$ cat src/rtl/core_pkg.sv
// Shared types for the RV32 back-end pipeline: datapath widths, the data-memory
// handshake state encoding and the EX/MEM and MEM/WB register layouts.
package core_pkg;

  localparam int XLEN = 32;
  localparam int RA_W = 5;

  typedef enum logic {
    IDLE = 1'b0,
    WAIT = 1'b1
  } hs_state_e;

  typedef struct packed {
    logic [RA_W-1:0] rd;
    logic            regwrite;
    logic            memread;
    logic            memwrite;
    logic [XLEN-1:0] result;
    logic [XLEN-1:0] store_data;
  } exmem_t;

  typedef struct packed {
    logic [RA_W-1:0] rd;
    logic            regwrite;
    logic [XLEN-1:0] data;
  } memwb_t;

  function automatic logic is_mem_op(input exmem_t s);
    return s.memread | s.memwrite;
  endfunction

endpackage

$ cat src/rtl/dmem_handshake_fsm.sv
// Data-memory request/acknowledge sequencer. Request and stall are combinational
// so that a zero-wait memory completes without losing a cycle.
//
//   state | meaning
//   IDLE  | no request outstanding from a previous cycle
//   WAIT  | request issued, still waiting for dmem_ack
module dmem_handshake_fsm
  import core_pkg::*;
(
  input  logic clk,
  input  logic reset,
  input  logic mem_pending,
  input  logic dmem_ack,
  output logic dmem_req,
  output logic stall
);

  hs_state_e state;

  always_ff @(posedge clk or posedge reset) begin
    if (reset) begin
      state <= IDLE;
    end else begin
      case (state)
        IDLE: if (mem_pending && !dmem_ack) state <= WAIT;
        WAIT: if (dmem_ack) state <= IDLE;
        default: state <= IDLE;
      endcase
    end
  end

  // WAIT keeps the request up even if the pending flag were ever to glitch.
  assign dmem_req = mem_pending | (state == WAIT);
  assign stall    = mem_pending & ~dmem_ack;

endmodule

$ cat src/rtl/exmem_memwb_pipe.sv
// EX/MEM and MEM/WB pipeline registers with the data-memory handshake. Supplies
// the forwarding tags/values and the register-file writeback port.
module exmem_memwb_pipe
  import core_pkg::*;
#(
  parameter int XLEN = core_pkg::XLEN,
  parameter int RA_W = core_pkg::RA_W
) (
  input  logic            clk,
  input  logic            reset,
  input  logic            ex_valid,
  input  logic [RA_W-1:0] ex_rd,
  input  logic            ex_regwrite,
  input  logic            ex_memread,
  input  logic            ex_memwrite,
  input  logic [XLEN-1:0] ex_alu_result,
  input  logic [XLEN-1:0] ex_store_data,
  output logic            dmem_req,
  output logic            dmem_we,
  output logic [XLEN-1:0] dmem_addr,
  output logic [XLEN-1:0] dmem_wdata,
  input  logic [XLEN-1:0] dmem_rdata,
  input  logic            dmem_ack,
  output logic            stall,
  output logic [RA_W-1:0] exmem_rd,
  output logic            exmem_regwrite,
  output logic [XLEN-1:0] exmem_result,
  output logic [RA_W-1:0] memwb_rd,
  output logic            memwb_regwrite,
  output logic [XLEN-1:0] memwb_data
);

  exmem_t exmem_q;
  memwb_t memwb_q;
  logic   mem_pending;

  assign mem_pending = is_mem_op(exmem_q);

  dmem_handshake_fsm u_hs (
    .clk         (clk),
    .reset       (reset),
    .mem_pending (mem_pending),
    .dmem_ack    (dmem_ack),
    .dmem_req    (dmem_req),
    .stall       (stall)
  );

  // x0 is filtered on capture so neither forwarding tag ever names it.
  always_ff @(posedge clk or posedge reset) begin
    if (reset) begin
      exmem_q <= '0;
    end else if (!stall) begin
      exmem_q.rd         <= ex_rd;
      exmem_q.regwrite   <= ex_valid & ex_regwrite & (ex_rd != '0);
      exmem_q.memread    <= ex_valid & ex_memread;
      exmem_q.memwrite   <= ex_valid & ex_memwrite;
      exmem_q.result     <= ex_alu_result;
      exmem_q.store_data <= ex_store_data;
    end
  end

  always_ff @(posedge clk or posedge reset) begin
    if (reset) begin
      memwb_q <= '0;
    end else if (stall) begin
      memwb_q.regwrite <= 1'b0;
    end else if (exmem_q.memread) begin
      memwb_q.rd       <= exmem_q.rd;
      memwb_q.regwrite <= exmem_q.regwrite;
      memwb_q.data     <= dmem_rdata;
    end else if (exmem_q.memwrite) begin
      memwb_q.regwrite <= 1'b0;
    end else begin
      memwb_q.rd       <= exmem_q.rd;
      memwb_q.regwrite <= exmem_q.regwrite;
      memwb_q.data     <= exmem_q.result;
    end
  end

  assign dmem_we    = exmem_q.memwrite;
  assign dmem_addr  = exmem_q.result;
  assign dmem_wdata = exmem_q.store_data;

  assign exmem_rd       = exmem_q.rd;
  assign exmem_regwrite = exmem_q.regwrite;
  assign exmem_result   = exmem_q.result;

  assign memwb_rd       = memwb_q.rd;
  assign memwb_regwrite = memwb_q.regwrite;
  assign memwb_data     = memwb_q.data;

endmodule

$ cat config.mk
export PLATFORM = sky130hd
export DESIGN_NAME = exmem_memwb_pipe
export DESIGN_NICKNAME = d
export VERILOG_FILES = /design/src/rtl/core_pkg.sv /design/src/rtl/dmem_handshake_fsm.sv /design/src/rtl/exmem_memwb_pipe.sv
export SDC_FILE = /design/constraint.sdc
export NUM_CORES = 1
export LEC_CHECK = 0
export CORE_MARGIN = 2
export CORE_UTILIZATION = 35
export CTS_CLUSTER_DIAMETER = 200
export DETAILED_ROUTE_END_ITERATION = 8
export PLACE_DENSITY = 0.67
export SYNTH_ARGS = -nofsm -noshare
export SYNTH_HDL_FRONTEND = slang
export SYNTH_SLANG_ARGS = --single-unit
$ cat constraint.sdc
create_clock -name clk -period 4.1 [get_ports clk]
set_input_delay 0.82 -clock clk [delete_from_list [all_inputs] [get_ports clk]]
set_output_delay 0.82 -clock clk [all_outputs]
set_load 0.02 [all_outputs]
==> flow_summary.toml <==
[synthesis]
post-synth-top-area-cell = "sky130_fd_sc_hd__dfrtp_1"
yosys_register_bits = 111
seq_area_frac_synth_pct = 48.0
mappedNetlistArea_mm2 = 0.00579
post_synth_inst_count = 384
synth_largest_type_area_fraction_pct = 48.0
synth.yosys.warnings = 0
syn-num-nets = 492
post_synth_num_cell_types = 19
synth.top_cells.by_area = "sky130_fd_sc_hd__dfrtp_1 48%, sky130_fd_sc_hd__mux2_4 25%, sky130_fd_sc_hd__buf_4 13%, sky130_fd_sc_hd__mux2_2 7.8%, sky130_fd_sc_hd__buf_8 1.6%"
postSynthAreaPerCell_um2 = 15.1

[pwr]
pwr-share-clk_pct = 22.3
leakagePower_uw = 0.00350
p_switching_uw = 1140
switch_share_pct = 31.2
power_density_mw_per_mm2 = 462
worst_ir_drop_vdd_mv = 0.233
total_power_consumption_uw = 3660
share_seq_of_total_power_pct = 39.5
internal-power_uw = 2510
combPwrFrac_pct = 38.2

[sta]
max_freq_mhz = 323
setup-tns-final_ns = 0
final_min_period_over_clock_period_pct = 75.4
timing_max_transition_violations_final = 0
worst-slew-pin-transition_ns = 0.979
setup_ws_ns = 1.01
hold_violations = 0
grt_setup_unrepaired = "false"
finalCriticalPeriod_ns = 3.09
final_count_of_negative_setup_slack_endpoints = 0
worst_clock_skew_ns = 0.00813
finalHoldWorstSlack_ns = 0.512
slew_headroom_pct = 34.7

[finish]
fillers = 1449
nNetsFinal = 640
most_common_library_cell_in_the_layout_ignoring_fill_and_taps = "sky130_fd_sc_hd__clkdlybuf4s50_1"
layout.cells.most_common_list = "250 x sky130_fd_sc_hd__clkdlybuf4s50_1, 110 x sky130_fd_sc_hd__dfrtp_1, 98 x sky130_fd_sc_hd__mux2_4, 40 x sky130_fd_sc_hd__mux2_2, 9 x sky130_fd_sc_hd__clkbuf_16"
layout-drive-gt1-share_pct = 30.4
ant_diodes = 0
area_growth_pct = 36.8
layout.core_utilization_pct = 48.4

[cts]
post_cts.resized_instances = 0
htree_num_levels = 3
worst_setup_hold_path_clk_slew_ns = 0.07
cts_buffers = 9
clock_latency_of_the_later_clocked_register_in_the_worst_skew_pair_ns = 0.34
cts_setup_buffers = 0
cts.sink_count = 111
cts_tree = "done"
clk_path_buf_depth = 2
ctsHoldBuffers = 0
root_buffer = "sky130_fd_sc_hd__clkbuf_16"

[route]
drt-pass1-iter-count = 4
ant_nets = 0
avgViaCountPerCell = 4.35
detail_route.wirelength.met1_um = 5200
wl_per_cell_um = 16.3
detail_route.iter0.violations = 81
detailroute.via_count = 3293
met3_wirelength_um = 871
post-route-drc-count = 0
dr_wl_met2_um = 6110
route.top_layer_used = "met4"
wl_um = 12400

[global_route]
antenna_found_initial = 0
maximum_number_of_pins_on_one_net_before_global_route_repair = 65
gr-usage-all-layers_pct = 14.4
first_global_vias = 3645
grt_remaining_overflow = 0
grt_first_pass_wirelength_um = 20200

[floorplan]
effective_utilization_at_floorplan_pct = 35.4
ios = 251
std_cell_rows = 47
overall_die_area_mm2 = 0.0176
floorplan_die_height_um = 133
chipWidth_um = 133
core_area_mm2 = 0.0163

[setup_path]
worstSetupStartpointType = "input pin"
worst_path_dominant_cell_family = "buffers and inverters"
worstPathArrival_ns = 2.27
endpoint_kind = "output pin"
path_cells = "clkdlybuf4s50_1, o21bai_4, inv_1, clkdlybuf4s50_1"
critical_path_maximum_fanout = 5
critical-path-slowest-cell = "sky130_fd_sc_hd__clkdlybuf4s50_1"
critical_path_class = "input pin to output pin"
critPathRequiredTime_ns = 3.28
cp_common_cell = "sky130_fd_sc_hd__clkdlybuf4s50_1"
cpPeakStageDelay_ns = 0.61
cp_bufs_invs = 3

[placement]
numPortBuffers = 250
gp_routability_congestion = 0.739
post-dp-hpwl_um = 9020
dp_worst_setup_slack_ns = 1.01

[min_path]
min-delay-path-class = "register to register"

[run_status]
run_status = "finished, final reports clean"

[job]
max_cap_violations = 0
==> state kept, by name (all words and copies together) (netlist names) <==
signal and flops:
dmem_addr 32, memwb_data 32, dmem_we 1, memwb_rd 5, exmem_q 1, u_hs.state 1, memwb_regwrite 1, dmem_wdata 32
exmem_regwrite 1, exmem_rd 5
==> final timing paths <==
kind                                   to           from  cells past startpoint  slack (ns)
setup reg to reg           memwb_data[10]    exmem_q[65]                      3        1.54
max in group asynchronous  memwb_data[17]          reset                      3        2.33
hold / removal              memwb_data[9]  memwb_data[9]                      1        0.51
hold reg to reg             memwb_data[9]  memwb_data[9]                      1        0.51
setup / recovery                    stall       dmem_ack                      4        1.01
min in group asynchronous   dmem_addr[14]          reset                      2        0.98
==> cells by family after synthesis <==
| group | share of synthesized area [%] |
|---|---|
| and+or+nand+nor | 0.887 |
| DFF | 48.0 |
| buffers and inverters | 17.1 |
| muxes | 33.2 |
| AOI/OAI and AO/OA | 0.800 |
==> final cells by class <==
type	instances	area (µm²)	area share, %
inverters	4	17.5	0.221
repair buffers	254	2540	32.2
flip-flops and latches	111	2780	35.1
multi-input cells	152	2030	25.6
clock buffers	9	225	2.85
clock inverters	7	46.3	0.585
well taps	220	275	3.48
==> synth_stat cells (all sizes together) <==
cell,number
dfrtp,111
o21ai,3
mux2,138
nor2,1
or4,1
o2bb2ai,1
buf,117
nor2b,1
o21bai,1
nand3,3
inv,4
or3,1
nand2,1
and2,1
==> power by group through the flow <==
stage	registers (µW)	clock network (µW)	logic, µW
finish	1440	817	1400
global route	1470	894	1470
CTS	1450	852	1420
detailed placement	1460	0	1410
global placement	1450	0	1400
floorplan	1550	0	844
==> routing by layer <==
| layer | up-vias | GRT usage (%) |
|---|---|---|
| met5 | - | 0 |
| met3 | 12 | 4.21 |
| met2 | 137 | 24.2 |
| met4 | 0 | 4.90 |
| li1 | 1497 | - |
| met1 | 1647 | 17.8 |
==> metrics by stage <==
step	instances	area (µm²)
6_report	757	7920
4_1_cts	757	7920
5_1_grt	757	7920
3_3_place_gp	741	7640
2_1_floorplan	384	5790
3_5_place_dp	741	7640
Power figures use the tool's default switching activity.
